<file path="config.mk">
export PLATFORM = sky130hd
export DESIGN_NAME = tnoc_flit_transmitter
export DESIGN_NICKNAME = d
export VERILOG_FILES = /design/src/rtl/tnoc_flit_transmitter.sv
export SDC_FILE = /design/constraint.sdc
export NUM_CORES = 1
export LEC_CHECK = 0
export CAP_MARGIN = 20
export CORE_AREA = 2 2 88 90
export CTS_BUF_LIST = sky130_fd_sc_hd__clkbuf_16
export DETAILED_ROUTE_END_ITERATION = 7
export DIE_AREA = 0 0 90 92
export PLACE_DENSITY = 0.75
export SLEW_MARGIN = 15
export SYNTH_ARGS = -nofsm -noshare
export SYNTH_HDL_FRONTEND = slang
export SYNTH_SLANG_ARGS = --single-unit
</file>
<file path="constraint.sdc">
create_clock -name clk -period 2.25 [get_ports clk]
set_clock_uncertainty 0.2 [all_clocks]
set_input_delay 0.3375 -clock clk [delete_from_list [all_inputs] [get_ports clk]]
set_output_delay 0.3375 -clock clk [all_outputs]
set_load 0.01 [all_outputs]
</file>
<file path="src/rtl/tnoc_flit_transmitter.sv">
// Local-port packet injector: turns one request plus its payload beats into a
// header flit followed by payload flits on a single virtual channel.
module tnoc_flit_transmitter #(
    parameter int  ID_X_WIDTH = 3,
    parameter int  ID_Y_WIDTH = 3,
    parameter int  CHANNELS   = 2,
    parameter int  DATA_WIDTH = 32,
    parameter int  MAX_LENGTH = 16,
    localparam int VC_WIDTH   = $clog2(CHANNELS),
    localparam int LEN_WIDTH  = $clog2(MAX_LENGTH + 1)
) (
    input  logic                  clk,
    input  logic                  rst,
    input  logic [ID_X_WIDTH-1:0] i_id_x,
    input  logic [ID_Y_WIDTH-1:0] i_id_y,
    input  logic                  i_req_valid,
    output logic                  o_req_ready,
    input  logic [ID_X_WIDTH-1:0] i_req_dest_x,
    input  logic [ID_Y_WIDTH-1:0] i_req_dest_y,
    input  logic [VC_WIDTH-1:0]   i_req_vc,
    input  logic [LEN_WIDTH-1:0]  i_req_length,
    input  logic                  i_payload_valid,
    output logic                  o_payload_ready,
    input  logic [DATA_WIDTH-1:0] i_payload_data,
    output logic [CHANNELS-1:0]   o_flit_valid,
    input  logic [CHANNELS-1:0]   i_flit_ready,
    output logic                  o_flit_head,
    output logic                  o_flit_tail,
    output logic [DATA_WIDTH-1:0] o_flit_data,
    output logic                  o_busy,
    output logic [1:0]            o_dbg_state
);

    // Handshakes (request, payload, flit): a transfer happens on a rising edge
    // where valid and ready are both high; a raised valid stays put until then.
    typedef enum logic [1:0] {
        IDLE    = 2'd0,
        HEADER  = 2'd1,
        PAYLOAD = 2'd2
    } state_t;

    localparam logic [LEN_WIDTH-1:0] MAX_LEN = LEN_WIDTH'(MAX_LENGTH);
    localparam logic [LEN_WIDTH-1:0] ONE     = LEN_WIDTH'(1);

    state_t                r_state;
    state_t                w_next_state;
    logic [VC_WIDTH-1:0]   r_vc;
    logic [LEN_WIDTH-1:0]  r_length;
    logic [LEN_WIDTH-1:0]  r_loaded;
    logic [LEN_WIDTH-1:0]  r_accepted;
    logic                  r_flit_valid;
    logic                  r_flit_head;
    logic                  r_flit_tail;
    logic [DATA_WIDTH-1:0] r_flit_data;

    logic [LEN_WIDTH-1:0]  w_req_length;
    logic [DATA_WIDTH-1:0] w_header;
    logic                  w_flit_ready;
    logic                  w_accept;
    logic                  w_req_hs;
    logic                  w_pay_hs;
    logic                  w_payload_ready;

    assign w_req_length = (i_req_length > MAX_LEN) ? MAX_LEN : i_req_length;
    assign w_header     = DATA_WIDTH'({i_req_dest_x, i_req_dest_y, i_id_x, i_id_y, w_req_length});

    // Only the captured VC's ready matters; the other lanes are ignored.
    assign w_flit_ready = i_flit_ready[r_vc];
    assign w_accept     = r_flit_valid & w_flit_ready;
    assign o_req_ready  = (r_state == IDLE) & ~rst;
    assign w_req_hs     = i_req_valid & o_req_ready;
    assign w_pay_hs     = i_payload_valid & w_payload_ready;

    always_comb begin
        w_payload_ready = 1'b0;
        case (r_state)
            HEADER:  w_payload_ready = (r_length != '0) & w_accept;
            PAYLOAD: w_payload_ready = (r_loaded < r_length) & (~r_flit_valid | w_flit_ready);
            default: w_payload_ready = 1'b0;
        endcase
    end

    always_comb begin
        w_next_state = r_state;
        case (r_state)
            IDLE: begin
                if (w_req_hs) w_next_state = HEADER;
            end
            HEADER: begin
                if (w_accept) w_next_state = (r_length == '0) ? IDLE : PAYLOAD;
            end
            PAYLOAD: begin
                if (w_accept && (r_accepted == (r_length - ONE))) w_next_state = IDLE;
            end
            default: w_next_state = IDLE;
        endcase
    end

    always_ff @(posedge clk or posedge rst) begin
        if (rst) r_state <= IDLE;
        else     r_state <= w_next_state;
    end

    always_ff @(posedge clk or posedge rst) begin
        if (rst) begin
            r_vc         <= '0;
            r_length     <= '0;
            r_loaded     <= '0;
            r_accepted   <= '0;
            r_flit_valid <= 1'b0;
            r_flit_head  <= 1'b0;
            r_flit_tail  <= 1'b0;
            r_flit_data  <= '0;
        end else begin
            if (w_req_hs) begin
                r_vc         <= i_req_vc;
                r_length     <= w_req_length;
                r_flit_valid <= 1'b1;
                r_flit_head  <= 1'b1;
                r_flit_tail  <= (w_req_length == '0);
                r_flit_data  <= w_header;
            end else if (w_pay_hs) begin
                r_flit_valid <= 1'b1;
                r_flit_head  <= 1'b0;
                r_flit_tail  <= ((r_loaded + ONE) == r_length);
                r_flit_data  <= i_payload_data;
                r_loaded     <= r_loaded + ONE;
            end else if (w_accept) begin
                r_flit_valid <= 1'b0;
            end
            if ((r_state == PAYLOAD) && w_accept) r_accepted <= r_accepted + ONE;
            // Counters restart from zero for every packet.
            if ((r_state != IDLE) && (w_next_state == IDLE)) begin
                r_loaded   <= '0;
                r_accepted <= '0;
            end
        end
    end

    always_comb begin
        o_flit_valid       = '0;
        o_flit_valid[r_vc] = r_flit_valid;
    end

    assign o_payload_ready = w_payload_ready;
    assign o_flit_head     = r_flit_head;
    assign o_flit_tail     = r_flit_tail;
    assign o_flit_data     = r_flit_data;
    assign o_busy          = (r_state != IDLE);
    assign o_dbg_state     = r_state;

endmodule

</file>
After elaboration in Yosys (flattened, before gate mapping):

Index checks and enable logic that the tools add are counted.

* register bits after elaboration: 53
* input port bits: 56
* output and inout port bits: 41
* word-level logic and storage cells: 71

* add/subtract/negate cells: 3
* magnitude comparators: 4
* equal/unequal tests: 5
* mux-type cells: 25
* bitwise operators: 10
* reduce and logical (&&, ||, !) cells: 15

Operators with widths (number)
* 32-bit 2-to-1 mux: 2
* 5-bit 2-to-1 mux: 6
* 5-bit by 1-bit adder with 5-bit output (second input constant): 2
* 5-bit equality test: 2
* 5-bit zero test: 2
* 1-bit 2-to-1 mux: 10
* 2-bit 2-to-1 mux: 4
* 2-bit nonzero test: 4
* 1-bit AND: 6
* 2-bit one-hot mux with 3 select lines: 1
* 5-bit greater-than comparator (second input constant): 1
* 5-bit less-than comparator: 1
* 5-bit nonzero test: 1
* 5-bit by 1-bit subtractor with 5-bit output (second input constant): 1
* 1-bit logical AND: 4
* 2-bit zero test: 2
* 3-bit nonzero test: 1
* 2-bit AND: 1
* 2-bit by 1-bit equality test with 1-bit output (second input constant): 1
* 2-bit equality test (second input constant): 1
* 1-bit by 2-bit less-than comparator with 1-bit output (second input constant): 1
* 2-bit by 1-bit inequality test with 1-bit output (second input constant): 1
* 1-bit inverter: 2
* 1-bit one-hot mux with 2 select lines: 1
* other kinds (4): 4

Longest topological paths before layout:

* depth in word-level cells: 10
* gate-level depth with buffers: 9
* mapped depth without buffers: 7

Least setup slack after synthesis:

Ideal clock, no wire load.

* path type: reg-to-output
* start point: reg r_length[0]
* end point: out o_payload_ready
* arrival time: 1939 ps
* required time: 1712 ps
* slack: -226 ps
* stages on the path, launching flop included: 9
* path buffers: 2
* path through: dfrtp_1 inv_1 ha_1 nor3b_2 a2111oi_4 a41o_1 buf_2 buf_2 and2_1

* longest elaborated chain between the ends: 3
* elaborated cells between the ends (all ways): 5
* those cells by class: 1 x order compare; 1 x mux; 2 x bitwise; 1 x reduce/logical

Ends and longest elaborated chain
* start: declaration: line 48 `logic [LEN_WIDTH-1:0] r_length;`
* start signal: assignment: line 117 `r_length <= w_req_length;`
* 5-bit less-than comparator or 5-bit nonzero test (tied branches): line 78, 77
* 1-bit AND, on equally long branches: line 78, 77
* 1-bit one-hot mux with 2 select lines (*): line 76 `case (r_state)`
* end: declaration: line 23 `output logic o_payload_ready,`

Every way passes the cells marked *; elsewhere a longest branch is shown, timed or not.

Worst setup path in the final report:

* start point: reg r_length[1]
* end point: out o_payload_ready

The elaborated chain is that of the path after synthesis.

==> flow_metrics.py <==
metrics = {
    "outcome": {
        "outcome": "finished, violations left",
        "failed_checks": "negative setup slack",
    },
    "cells_and_area": {
        "final_net_count": 525,
        "diodes": 0,
        "fin_area_um2": 4670,
        "area.growth.synth_to_final_pct": 56.7,
        "final_util_pct": 62.7,
        "drive_gt1_share_pct": 20.1,
        "fill_cells": 615,
        "final_cells": 560,
    },
    "yosys": {
        "synth_commonest_cells": "dfrtp_1 (53), o21ai_0 (39), a21oi_1 (35)",
        "seq_area_frac_synth_pct": 44.5,
        "yosysTopAreaCellShare_pct": 44.5,
        "syn-cell-area_um2": 2980,
        "synth_flop_cell": "dfrtp_1",
        "synth.avg_cell_area_um2": 9.11,
        "synthArstFlopShare_pct": 100,
        "synth_area_leaders": "dfrtp_1 (45%), o21ai_0 (6.5%), a21oi_1 (5.9%)",
        "yosysUniqueCellTypes": 42,
        "yosysWarnings": 0,
        "synth_top_cell_by_area": "dfrtp_1",
        "synth_seq_cells": 53,
        "synthMostInstantiatedCell": "dfrtp_1",
        "synth-edff-count": 0,
        "syn_nets": 395,
        "syn_inst": 327,
    },
    "global_routing": {
        "grt_pass1_vias": 3123,
        "grt_overflow": 0,
        "grt_max_degree": 41,
        "grtUsageTotal_pct": 22.5,
        "grt_pass1_wl_um": 14900,
        "grt_antenna_before_repair": 0,
    },
    "sta": {
        "hold_viol": 0,
        "slew_viol_final": 0,
        "rsz0062_at_grt": "true",
        "worstMarginPinSlew_ns": 0.434,
        "setup_ws_ns": -0.155,
        "whs_ns": 0.296,
        "final-setup-viol-count": 22,
        "fmaxAchievable_mhz": 416,
        "fin_crit_ns": 2.40,
        "post-route-period-util_pct": 107,
        "max-slew-margin-rel_pct": 71.0,
    },
    "place": {
        "port_buffers": 96,
        "dp_cells": 547,
        "gp_congestion": 0.848,
        "placed_cell_area_um2": 4330,
        "hpwl_um": 6340,
    },
    "clocking": {
        "cts_sinks": 53,
        "ctsHoldBuffers": 0,
        "clkTransAtPathRegs_ns": 0.08,
        "cts_root_buf": "clkbuf_16",
        "numCtsBuffers": 5,
        "cts_tree": "built",
        "clk_path_buf_depth": 2,
        "clk_latency_ns": 0.29,
        "htreeDepth": 2,
    },
    "drt": {
        "avgViaCountPerCell": 5.47,
        "met3WireLength_um": 678,
        "wl_met2_um": 4800,
        "drc": 0,
        "dr.pass1.iters": 4,
        "vias": 3064,
        "dr.max_layer_used": "met4",
        "wl_per_cell_um": 16.9,
        "drt-initial-drc-count": 211,
        "wl_met1_um": 3720,
        "final_antenna_net_count": 0,
        "drt-total-wl_um": 9450,
    },
    "die": {
        "dieArea_um2": 8280,
        "ioPinCount": 97,
        "die_height_um": 92,
        "start_util_pct": 40.0,
        "core_um2": 7450,
        "rows": 32,
        "die_x_um": 90,
    },
    "setup_path": {
        "required_ns": 1.71,
        "path_buf_inv": 2,
        "crit_path_start_kind": "flip-flop",
        "worstPathMaxFanout": 2,
        "critPathKind": "reg2out",
        "critPathMaxStageDelay_ns": 0.38,
        "cp_slowest_cell": "dfrtp_1",
        "crit_chain": "inv_2, ha_1, nor2b_2, o2111ai_4, a41o_1, and2_4, buf_6",
        "rrSetupSlack_ns": -0.12,
        "crit_path_end_kind": "primary output",
        "arrival_ns": 1.87,
        "cp_top_family": "compound AO/OA/AOI/OAI gates",
    },
    "power_and_ir_drop": {
        "pwr_density_cell_nw_per_um2": 1200,
        "p_leak_nw": 1.94,
        "ir_worst_vdd_v": 0.000653,
    },
    "worst_hold_path": {
        "hold_path_class": "in2async",
    },
    "job": {
        "maxCapViolCount": 0,
    },
}
state kept, by name, indices dropped and copies added, names as in the netlist:
signal,flops
r_loaded,5
o_flit_tail,1
o_flit_data,32
r_vc,1
o_flit_head,1
o_dbg_state,2
r_flit_valid,1
r_accepted,5
r_length,5
final cells by class:
type,instances,area [µm²],area share [%]
Clock buffer,5,125,2.68
Timing Repair Buffer,147,1390,29.7
Clock inverter,3,21.3,0.456
Multi-Input combinational cell,237,1630,34.9
Sequential cell,53,1330,28.4
Inverter,13,48.8,1.05
Tap cell,102,128,2.73
cells in the final DEF, fill, tap and decap left out, types with 10 or more instances in the layout:
cell and n:
clkdlybuf4s50_1 93, dfrtp_1 52, buf_4 42, a21oi_1 32, o21ai_0 29, a31oi_1 19, nand3_1 18, nor2_1 18
nand2_1 17, o21ai_1 13, inv_1 10
power breakdown:
group | internal (mW) | switching [mW] | total (mW)
Combinational | 1.67 | 1.69 | 3.36
Sequential | 1.26 | 0.183 | 1.45
Clock | 0.416 | 0.373 | 0.789
per-stage QoR:
step | worst slack, ns | setup TNS (ns) | power, mW
2_1_floorplan | -0.0111 | -0.0111 | 3.00
3_3_place_gp | -0.418 | -8.95 | 4.38
3_5_place_dp | -0.438 | -10.98 | 4.44
4_1_cts | -0.126 | -0.452 | 5.36
5_1_grt | -0.235 | -5.30 | 5.93
6_report | -0.155 | -0.809 | 5.60
logic make-up (layout without fill, tap and decap cells):
family | count (synthesis) | in the layout | share of synthesized area [%]
buffers and inverters | 38 | 168 | 5.42
adders and majority gates | 12 | 12 | 5.04
DFF | 53 | 53 | 44.5
and+or+nand+nor | 90 | 90 | 15.1
muxes | 3 | 3 | 1.18
AOI/OAI and AO/OA | 115 | 116 | 24.1
xor gates and xnor gates | 16 | 16 | 4.70
worst register-to-register path, delay by kind of cell, from the launching register on:
family / cells / cell delay [ns]
simple gates: 2 / 0.73
buf+inv: 2 / 0.20
fa+ha+maj: 1 / 0.28
flops: 1 / 0.38
compound gates: 3 / 0.52
final timing paths:
| check | start | endpoint | depth (start not counted) |
|---|---|---|---|
| setup / recovery | r_length[1]$_DFFE_PP0P_ | o_payload_ready | 7 |
| hold / removal | rst | r_vc$_DFFE_PP0P_ | 3 |
| hold reg to reg | o_flit_head$_DFFE_PP0P_ | o_flit_head$_DFFE_PP0P_ | 1 |
| min in group clk | o_flit_head$_DFFE_PP0P_ | o_flit_head$_DFFE_PP0P_ | 1 |
| max in group asynchronous | rst | r_loaded[0]$_DFFE_PP0P_ | 3 |
| setup reg to reg | r_length[1]$_DFFE_PP0P_ | r_loaded[3]$_DFFE_PP0P_ | 8 |
layer usage:
metal / vias up / track usage [%]
met5: - / 0
met4: 0 / 7.18
met3: 23 / 4.93
met2: 131 / 39.1
met1: 1474 / 27.8
li1: 1436 / -
timing repair:
action	4_1_cts	5_1_grt
endpoints found under the setup margin	31	47
hold endpoints to repair	0	0
pin swaps	2	8
resized for setup	11	40
buffers inserted	3	1
cloned	1	1
(Power assumes the default switching activity.)
